--- config.mk ---
export PLATFORM = sky130hd
export DESIGN_NAME = fir3_inverse
export DESIGN_NICKNAME = d
export VERILOG_FILES = /design/src/rtl/fir3_inverse_pkg.sv /design/src/rtl/seq_divider.sv /design/src/rtl/fir3_inverse.sv
export SDC_FILE = /design/constraint.sdc
export NUM_CORES = 1
export LEC_CHECK = 0
export CORE_AREA = 3 3 142 144
export CTS_CLUSTER_DIAMETER = 40
export CTS_CLUSTER_SIZE = 40
export DETAILED_ROUTE_END_ITERATION = 8
export DIE_AREA = 0 0 145 147
export PLACE_DENSITY = 0.65
export SLEW_MARGIN = 20
export SYNTH_ARGS = -nofsm -noshare
export SYNTH_HDL_FRONTEND = slang
export SYNTH_SLANG_ARGS = --single-unit
--- constraint.sdc ---
create_clock -name clk -period 7.6 [get_ports clk]
set_clock_uncertainty 0.05 [all_clocks]
set_input_delay 1.14 -clock clk [delete_from_list [all_inputs] [get_ports clk]]
set_output_delay 1.14 -clock clk [all_outputs]
set_load 0.01 [all_outputs]
--- src/rtl/fir3_inverse_pkg.sv ---
// Shared definitions for the FIR(20,15,10) deconvolver: FSM encoding,
// default coefficients and residual-width derivation.
package fir3_inverse_pkg;

    typedef enum logic [1:0] {
        ST_IDLE = 2'd0,
        ST_SUB  = 2'd1,
        ST_DIV  = 2'd2,
        ST_DONE = 2'd3
    } state_e;

    localparam int XW_DEF = 8;
    localparam int YW_DEF = 16;
    localparam int C0_DEF = 20;
    localparam int C1_DEF = 15;
    localparam int C2_DEF = 10;

    // Signed residual width: y plus a sign bit plus one guard bit.
    localparam int RW = YW_DEF + 2;

    function automatic int rw_of(input int yw);
        return yw + 2;
    endfunction

endpackage

--- src/rtl/seq_divider.sv ---
// Restoring unsigned divider by a constant, one quotient bit per clock, MSB first.
// done_o marks the cycle whose closing edge performs the final step.
module seq_divider #(
    parameter int NW      = 17,
    parameter int DIVISOR = 20
) (
    input  logic          clk,
    input  logic          rst_n,
    input  logic          start_i,
    input  logic [NW-1:0] dividend_i,
    output logic          busy_o,
    output logic          done_o,
    output logic [NW-1:0] quot_o,
    output logic [NW:0]   rem_o
);

    localparam int CW = $clog2(NW + 1);
    localparam logic [NW:0] DIV_W = (NW + 1)'(DIVISOR);

    logic [NW-1:0] dvd_q, dvd_d;
    logic [NW-1:0] quot_q, quot_d;
    logic [NW:0]   rem_q, rem_d;
    logic [CW-1:0] cnt_q, cnt_d;
    logic          busy_q, busy_d;
    logic [NW:0]   rem_shift;
    logic          ge;

    assign rem_shift = {rem_q[NW-1:0], dvd_q[NW-1]};
    assign ge        = (rem_shift >= DIV_W);
    assign done_o    = busy_q && (cnt_q == CW'(NW - 1));

    always_comb begin
        dvd_d  = dvd_q;
        quot_d = quot_q;
        rem_d  = rem_q;
        cnt_d  = cnt_q;
        busy_d = busy_q;
        if (start_i) begin
            dvd_d  = dividend_i;
            quot_d = '0;
            rem_d  = '0;
            cnt_d  = '0;
            busy_d = 1'b1;
        end else if (busy_q) begin
            rem_d  = ge ? (rem_shift - DIV_W) : rem_shift;
            quot_d = {quot_q[NW-2:0], ge};
            dvd_d  = dvd_q << 1;
            cnt_d  = cnt_q + CW'(1);
            if (done_o) begin
                busy_d = 1'b0;
            end
        end
    end

    always_ff @(posedge clk or negedge rst_n) begin
        if (!rst_n) begin
            dvd_q  <= '0;
            quot_q <= '0;
            rem_q  <= '0;
            cnt_q  <= '0;
            busy_q <= 1'b0;
        end else begin
            dvd_q  <= dvd_d;
            quot_q <= quot_d;
            rem_q  <= rem_d;
            cnt_q  <= cnt_d;
            busy_q <= busy_d;
        end
    end

    assign busy_o = busy_q;
    assign quot_o = quot_q;
    assign rem_o  = rem_q;

endmodule

--- src/rtl/fir3_inverse.sv ---
// Recovers x[k] from y[k] = C0*x[k] + C1*x[k-1] + C2*x[k-2] by residual
// subtraction followed by a multi-cycle divide by C0, with clamping to XW bits.
module fir3_inverse
    import fir3_inverse_pkg::*;
#(
    parameter int XW = XW_DEF,
    parameter int YW = YW_DEF,
    parameter int C0 = C0_DEF,
    parameter int C1 = C1_DEF,
    parameter int C2 = C2_DEF
) (
    input  logic          clk,
    input  logic          rst_n,
    input  logic          clr,
    input  logic [YW-1:0] y_in,
    input  logic          y_valid,
    output logic          y_ready,
    output logic [XW-1:0] x_out,
    output logic          x_valid,
    output logic          err
);

    localparam int RWL = rw_of(YW);
    localparam int NW  = YW + 1;

    state_e state_q, state_d;

    logic [YW-1:0] y_reg_q, y_reg_d;
    logic [XW-1:0] x1_q, x1_d;
    logic [XW-1:0] x2_q, x2_d;
    logic [XW-1:0] x_out_q, x_out_d;
    logic          neg_q, neg_d;
    logic          x_valid_q, x_valid_d;
    logic          err_q, err_d;

    logic [RWL-1:0]        y_ext, prod1, prod2;
    logic signed [RWL-1:0] resid;
    logic [NW-1:0]         mag;

    logic          div_start, div_busy, div_done;
    logic [NW-1:0] quot;
    logic [NW:0]   rem;

    logic [XW-1:0] xk;
    logic          xk_err;

    // Products are formed at full residual width so no term truncates.
    always_comb begin
        y_ext = RWL'(y_reg_q);
        prod1 = RWL'(C1) * RWL'(x1_q);
        prod2 = RWL'(C2) * RWL'(x2_q);
        resid = $signed(y_ext) - $signed(prod1) - $signed(prod2);
        mag   = resid[RWL-1] ? NW'(-resid) : NW'(resid);
    end

    always_comb begin
        xk     = quot[XW-1:0];
        xk_err = (rem != '0);
        if (neg_q) begin
            xk     = '0;
            xk_err = 1'b1;
        end else if (quot[NW-1:XW] != '0) begin
            xk     = '1;
            xk_err = 1'b1;
        end
    end

    seq_divider #(
        .NW      (NW),
        .DIVISOR (C0)
    ) u_div (
        .clk        (clk),
        .rst_n      (rst_n),
        .start_i    (div_start),
        .dividend_i (mag),
        .busy_o     (div_busy),
        .done_o     (div_done),
        .quot_o     (quot),
        .rem_o      (rem)
    );

    always_comb begin
        state_d   = state_q;
        y_reg_d   = y_reg_q;
        x1_d      = x1_q;
        x2_d      = x2_q;
        neg_d     = neg_q;
        x_out_d   = x_out_q;
        x_valid_d = 1'b0;
        err_d     = 1'b0;
        div_start = 1'b0;
        unique case (state_q)
            ST_IDLE: begin
                if (clr) begin
                    x1_d = '0;
                    x2_d = '0;
                end else if (y_valid) begin
                    y_reg_d = y_in;
                    state_d = ST_SUB;
                end
            end
            ST_SUB: begin
                neg_d     = resid[RWL-1];
                div_start = 1'b1;
                state_d   = ST_DIV;
            end
            ST_DIV: begin
                if (div_busy && div_done) begin
                    state_d = ST_DONE;
                end
            end
            ST_DONE: begin
                // The clamped value, not the raw quotient, feeds the history.
                x_out_d   = xk;
                x_valid_d = 1'b1;
                err_d     = xk_err;
                x2_d      = x1_q;
                x1_d      = xk;
                state_d   = ST_IDLE;
            end
            default: state_d = ST_IDLE;
        endcase
    end

    always_ff @(posedge clk or negedge rst_n) begin
        if (!rst_n) begin
            state_q   <= ST_IDLE;
            y_reg_q   <= '0;
            x1_q      <= '0;
            x2_q      <= '0;
            neg_q     <= 1'b0;
            x_out_q   <= '0;
            x_valid_q <= 1'b0;
            err_q     <= 1'b0;
        end else begin
            state_q   <= state_d;
            y_reg_q   <= y_reg_d;
            x1_q      <= x1_d;
            x2_q      <= x2_d;
            neg_q     <= neg_d;
            x_out_q   <= x_out_d;
            x_valid_q <= x_valid_d;
            err_q     <= err_d;
        end
    end

    assign y_ready = (state_q == ST_IDLE);
    assign x_out   = x_out_q;
    assign x_valid = x_valid_q;
    assign err     = err_q;

endmodule
Yosys cells after proc, flatten, opt, wreduce, memory -nomap -nowiden
Index checks and enable logic that the tools add are counted.

cells by class
  $add $sub $neg = 5
  $mul = 2
  divide/modulo/power cells = 0
  muxes and demuxes = 27
  equal/unequal tests = 8
  reduce and logical (&&, ||, !) cells = 10
  bitwise operators = 1
  shift-type cells = 0
  $lt $le $gt $ge = 1

operators with widths
  operator                 number
  $mux W17                 5
  $mux W18                 3
  $pmux W8 S2              2
  $mux W8                  3
  $ge A18 B5 Y1 const B    1
  $reduce_bool A18 Y1      1
  $sub A17 B13 Y18         1
  $sub A18 B5 Y18 const B  1
  $neg A17 Y17             1
  $sub A16 B12 Y17         1
  $mul A4 B8 Y12 const A   1
  $mul A3 B8 Y11 const A   1
  $mux W5                  2
  $reduce_bool A9 Y1       1
  $mux W1                  8
  $ne A2 B2 Y1 const B     4
  $pmux W2 S4              1
  $mux W2                  3
  $reduce_and A3 Y1        2
  $add A5 B1 Y5 const B    1
  $eq A5 B5 Y1 const B     1
  $eq A2 B2 Y1 const B     2
  $reduce_bool A2 Y1       2
  $eq A2 B1 Y1 const B     1
  other kinds (4)          5

word-level totals
  bits in registers = 103
  output and inout port bits = 11
  word-level logic and storage cells = 67
  bits in read-only memories = 0
  memories = 0
  bits in latches = 0
  RAM bits = 0
  input bits = 20

Logic depth before layout (Yosys ltp)
  word-level depth = 6
  depth in mapped cells = 24

Hierarchy
A second synthesis with hierarchy kept.

unflattened totals
  cells, all modules = 777
  area, all modules = 7,495.9 µm²

by module, submodules not included
  module        instances  sequential area each (µm²)  area an instance (µm²)  cells an instance
  fir3_inverse  1          1,126.1                     4,621.9                 499
  seq_divider   1          1,451.4                     2,874.0                 278

Worst setup path after synthesis
OpenSTA, ideal clock, no wires.

  path type = reg-to-reg
  from = register x1_q[1]
  to = register u_div.dvd_q[14]
  library setup time = 120 ps
  path slack = 2,028 ps
  arrival time = 5,402 ps
  data required time = 7,430 ps
  period minus slack after synthesis = 5,572 ps
  cell stages (with the launch flop) = 25
  cell sequence = dfrtp_1 inv_1 fa_1 inv_1 fa_1 fa_1 inv_1 ha_1 a21o_2 a311o_1 a21oi_1 nor2b_1 nor2_1 xnor2_1 ha_1 a21oi_1 nand2_1 o21ai_0 o21ai_0 nor2_1 nand4_4 o21ai_4 buf_6 o31ai_1 a31o_1

between the ends
  longest elaborated chain between the ends = 6

ends and longest elaborated chain
  element                 RTL line             text
  start, declared         fir3_inverse.sv:29   logic [XW-1:0] x1_q, x1_d;
  start signal, assigned  fir3_inverse.sv:129  x1_q <= '0;
  start signal, assigned  fir3_inverse.sv:138  x1_q <= x1_d;
  $mul A4 B8 Y12 (*)      fir3_inverse.sv:50   prod1 = RWL'(C1) * RWL'(x1_q);
  $sub A16 B12 Y17 (*)    fir3_inverse.sv:52   resid = $signed(y_ext) - $signed(prod1) - $signed(prod2);
  $sub A17 B13 Y18 (*)    fir3_inverse.sv:52
  $neg A17 Y17            fir3_inverse.sv:53   mag = resid[RWL-1] ? NW'(-resid) : NW'(resid);
  $mux W17 (*)            fir3_inverse.sv:53
  $mux W17 (*)            seq_divider.sv:38    if (start_i) begin
  end signal, assigned    seq_divider.sv:63    dvd_q <= dvd_d;
  end, declared           seq_divider.sv:20    logic [NW-1:0] dvd_q, dvd_d;

Mark *: on every way between the ends. The rest lies on a longest branch, timed or not.
A chain may end at the register's enable or synchronous reset.

Worst setup path after layout
  from = register x1_q[1]
  to = register u_div.dvd_q[2]

Same word-level chain as after synthesis.

==> results.py <==
metrics = {
    "job": {
        "maxCapViolations": 0,
    },
    "grt": {
        "gr-total-overflow": 0,
        "grt_first_pass_wirelength_mm": 25.56,
        "gr-usage-met1_pct": 19.58,
        "grt_use_total_pct": 14.26,
        "grt_antenna_before_repair": 0,
        "gr-usage-met3_pct": 1.974,
        "grt_pass1_vias": 5236,
        "grt_max_degree": 68,
        "busiest_layer": "met2",
        "met2_usage_pct": 23.94,
    },
    "clock_tree": {
        "path_clk_slew_ns": 0.07,
        "clockBufferDepth": 2,
        "post_cts_buffers": 0,
        "postCtsResizedCells": 0,
        "htreeDepth": 3,
        "hold_buffers": 0,
        "cts-root-buf": "clkbuf_16",
        "numCtsBuffers": 9,
        "cts_tree": "built",
        "insertion_delay_ns": 0.35,
        "clock_sinks": 103,
    },
    "final_layout": {
        "drive_gt1_share_pct": 7.769,
        "syn_to_final_growth_pct": 11.58,
        "final_util_pct": 43.72,
        "final_common_cell": "dfrtp_1",
        "final_cell_mix": "dfrtp_1 (102), inv_1 (86), nor2_1 (73)",
        "num_antenna_cells": 0,
        "num-nets-final": 893,
    },
    "synth": {
        "netlist_area_um2": 7378,
        "yosysSeqAreaShare_pct": 34.93,
        "ys.flop_type": "dfrtp_1",
        "yosysWarnings": 0,
        "syn_nets": 877,
        "synth_edf_count": 0,
        "ys_async_sr_fraction_pct": 100.0,
        "avgSynthCellArea_um2": 9.496,
        "ys_seq_elements": 103,
        "syn_inst": 777,
        "synth_cell_types": 71,
    },
    "critical_path": {
        "critPathKind": "reg2reg",
        "cpPeakStageDelay_ns": 0.57,
        "end_kind": "flop",
        "start_kind": "flop",
        "cp.arrival_ns": 6.48,
        "crit_path_max_fanout": 28,
        "crit_chain": "inv_1 > fa_1 > inv_1 > fa_1 > fa_1 > inv_1 > ha_1 > a21o_2 > a311o_1 > a21oi_1 > nor2b_1 > nor2_1 > xnor2_1 > ha_1 > a21oi_1 > nand2_1 > o21ai_0 > o21ai_0 > nor2_1 > nand4_4 > o21ai_4 > nor4b_1 > a211oi_1",
        "crit_slowest_cell": "o21ai_4",
        "crit_required_ns": 7.76,
    },
    "power": {
        "switchingPower_mw": 0.2336,
        "switching_share_pct": 21.54,
        "ir_drop_mv": 0.1315,
        "clock_power_share_pct": 47.6,
        "p_int_mw": 0.8510,
        "p_leak_nw": 3.895,
        "p_comb_share_pct": 1.9,
        "power.density_nw_per_um2": 131.7,
        "seq_power_share_pct": 50.5,
    },
    "sta": {
        "setup_viol": 0,
        "tightest_slew_ns": 0.9301,
        "finalHoldViolCount": 0,
        "final.period_utilization_pct": 83.22,
        "setup_tns_ns": 0,
        "rsz0062_at_grt": "false",
        "finalCriticalPeriod_ns": 6.325,
        "slew_viol_final": 0,
        "fmax_mhz": 158.1,
        "slew_headroom_pct": 37.80,
    },
    "route": {
        "drt_first_pass_iters": 4,
        "wl_per_cell_um": 13.89,
        "viasPerCell": 5.124,
        "vias": 5421,
        "drcViolationCount": 0,
        "drt_iter0_drc": 352,
        "drt-total-wl_mm": 14.70,
        "postRouteAntennaNets": 0,
    },
    "floorplanning": {
        "start_util_pct": 39.18,
        "ios": 31,
        "die_height_um": 147,
        "rows": 50,
        "die_w_um": 145,
        "fp.coreArea_um2": 18830,
        "die-area_um2": 21320,
    },
    "placement": {
        "place_hpwl_mm": 10.88,
        "globalplace.congestion": 0.7902,
        "port_buffers": 30,
    },
    "hold_path": {
        "min_path_type": "reg2reg",
    },
    "run_status": {
        "status": "completed",
    },
}
[stage by stage]
step           cells  instance area [um^2]  power (mW)  setup slack, ns  hold WS, ns
4_1_cts         1058                  8233       1.098            1.287       0.4609
6_report        1058                  8233       1.085            1.275       0.4549
2_1_floorplan    777                  7378      0.5590            2.028       0.4222
3_3_place_gp    1042                  7906      0.5802            1.507       0.4397
3_5_place_dp    1042                  7906      0.5804            1.339       0.4445
5_1_grt         1058                  8233       1.127           0.8145       0.4715
[cell type report]
type / instances / area (um^2)
Fill cell: 1823 / 10600
Multi-Input combinational cell: 558 / 4348
Sequential cell: 103 / 2579
Timing Repair Buffer: 34 / 327.8
Inverter: 87 / 326.6
Tap cell: 260 / 325.3
Clock buffer: 10 / 229.0
Clock inverter: 6 / 97.59
[cells by family after synthesis]
logic type               count (synthesis)  share of synthesized area (%)
adder cells (fa/ha/maj)                 80                          15.91
XOR/XNOR                                46                          5.562
buffers and inverters                  116                          6.173
AO/OA/AOI/OAI                          175                          16.75
flip-flops                             103                          34.93
multiplexers                            45                          6.376
AND/OR/NAND/NOR                        212                          14.30
[cells in the mapped netlist, drive strengths merged (6+ instances only)]
cell	count	share of area, %
a22o	9	1.1
xor2	25	3.1
xnor2	21	2.5
mux2i	29	3.9
nor2	73	3.7
o21ai	49	3.5
clkbuf	16	0.81
nand3b	8	0.81
nand2b	9	0.76
ha	57	9.7
a311oi	6	0.97
mux2	16	2.4
buf	13	0.93
a21o	10	1.0
a21oi	32	2.3
and4	6	0.71
fa	23	6.2
nand3	17	1.2
inv	86	4.4
a211oi	30	3.4
nor2b	16	1.4
nor3	9	0.61
nand4	6	0.71
dfrtp	103	35
nand2	45	2.4
a31oi	8	0.68
[routing by layer]
| layer | vias up | part of all wire, % |
|---|---|---|
| met3 | 12 | 2.3 |
| met5 | - | 0 |
| met4 | 0 | 1.1 |
| li1 | 2733 | - |
| met1 | 2617 | 49 |
| met2 | 59 | 48 |
[sequential cells by signal (all words and copies together), names as in the netlist, 2 cells and up]
signal	count
state_q	2
x1_q	8
u_div.dvd_q	17
x_out	8
u_div.quot_o	17
u_div.rem_o	18
x2_q	8
y_reg_q	16
u_div.cnt_q	5
[worst paths after layout]
check	slack (ns)	cells past startpoint	endpoint	from
worst max-delay path	1.28	23	u_div.dvd_q[2]	x1_q[1]
worst min-delay path	0.45	1	y_reg_q[4]	y_reg_q[4]
worst max register to register	1.28	23	u_div.dvd_q[2]	x1_q[1]
worst min register to register	0.45	1	y_reg_q[4]	y_reg_q[4]
max in group asynchronous	5.59	2	x1_q[5]	rst_n
min in group asynchronous	0.72	1	u_div.rem_o[7]	rst_n
[worst max-delay path: cells and delay by family (launching register included)]
family | cells | cell delay (ns)
adders and majority gates | 5 | 2.25
AOI/OAI and AO/OA | 8 | 2.13
and+or+nand+nor | 6 | 1.02
DFF | 1 | 0.40
buffers and inverters | 3 | 0.24
xor gates and xnor gates | 1 | 0.08
[power groups by stage]
| stage | Sequential [mW] | Clock (mW) | Combinational, mW |
|---|---|---|---|
| 5_1_grt | 0.547 | 0.556 | 0.0238 |
| 3_5_place_dp | 0.558 | 0 | 0.0220 |
| 6_report | 0.548 | 0.517 | 0.0206 |
| 2_1_floorplan | 0.559 | 0 | 0.000425 |
| 3_3_place_gp | 0.558 | 0 | 0.0218 |
| 4_1_cts | 0.547 | 0.528 | 0.0220 |
(Power assumes the default switching activity.)
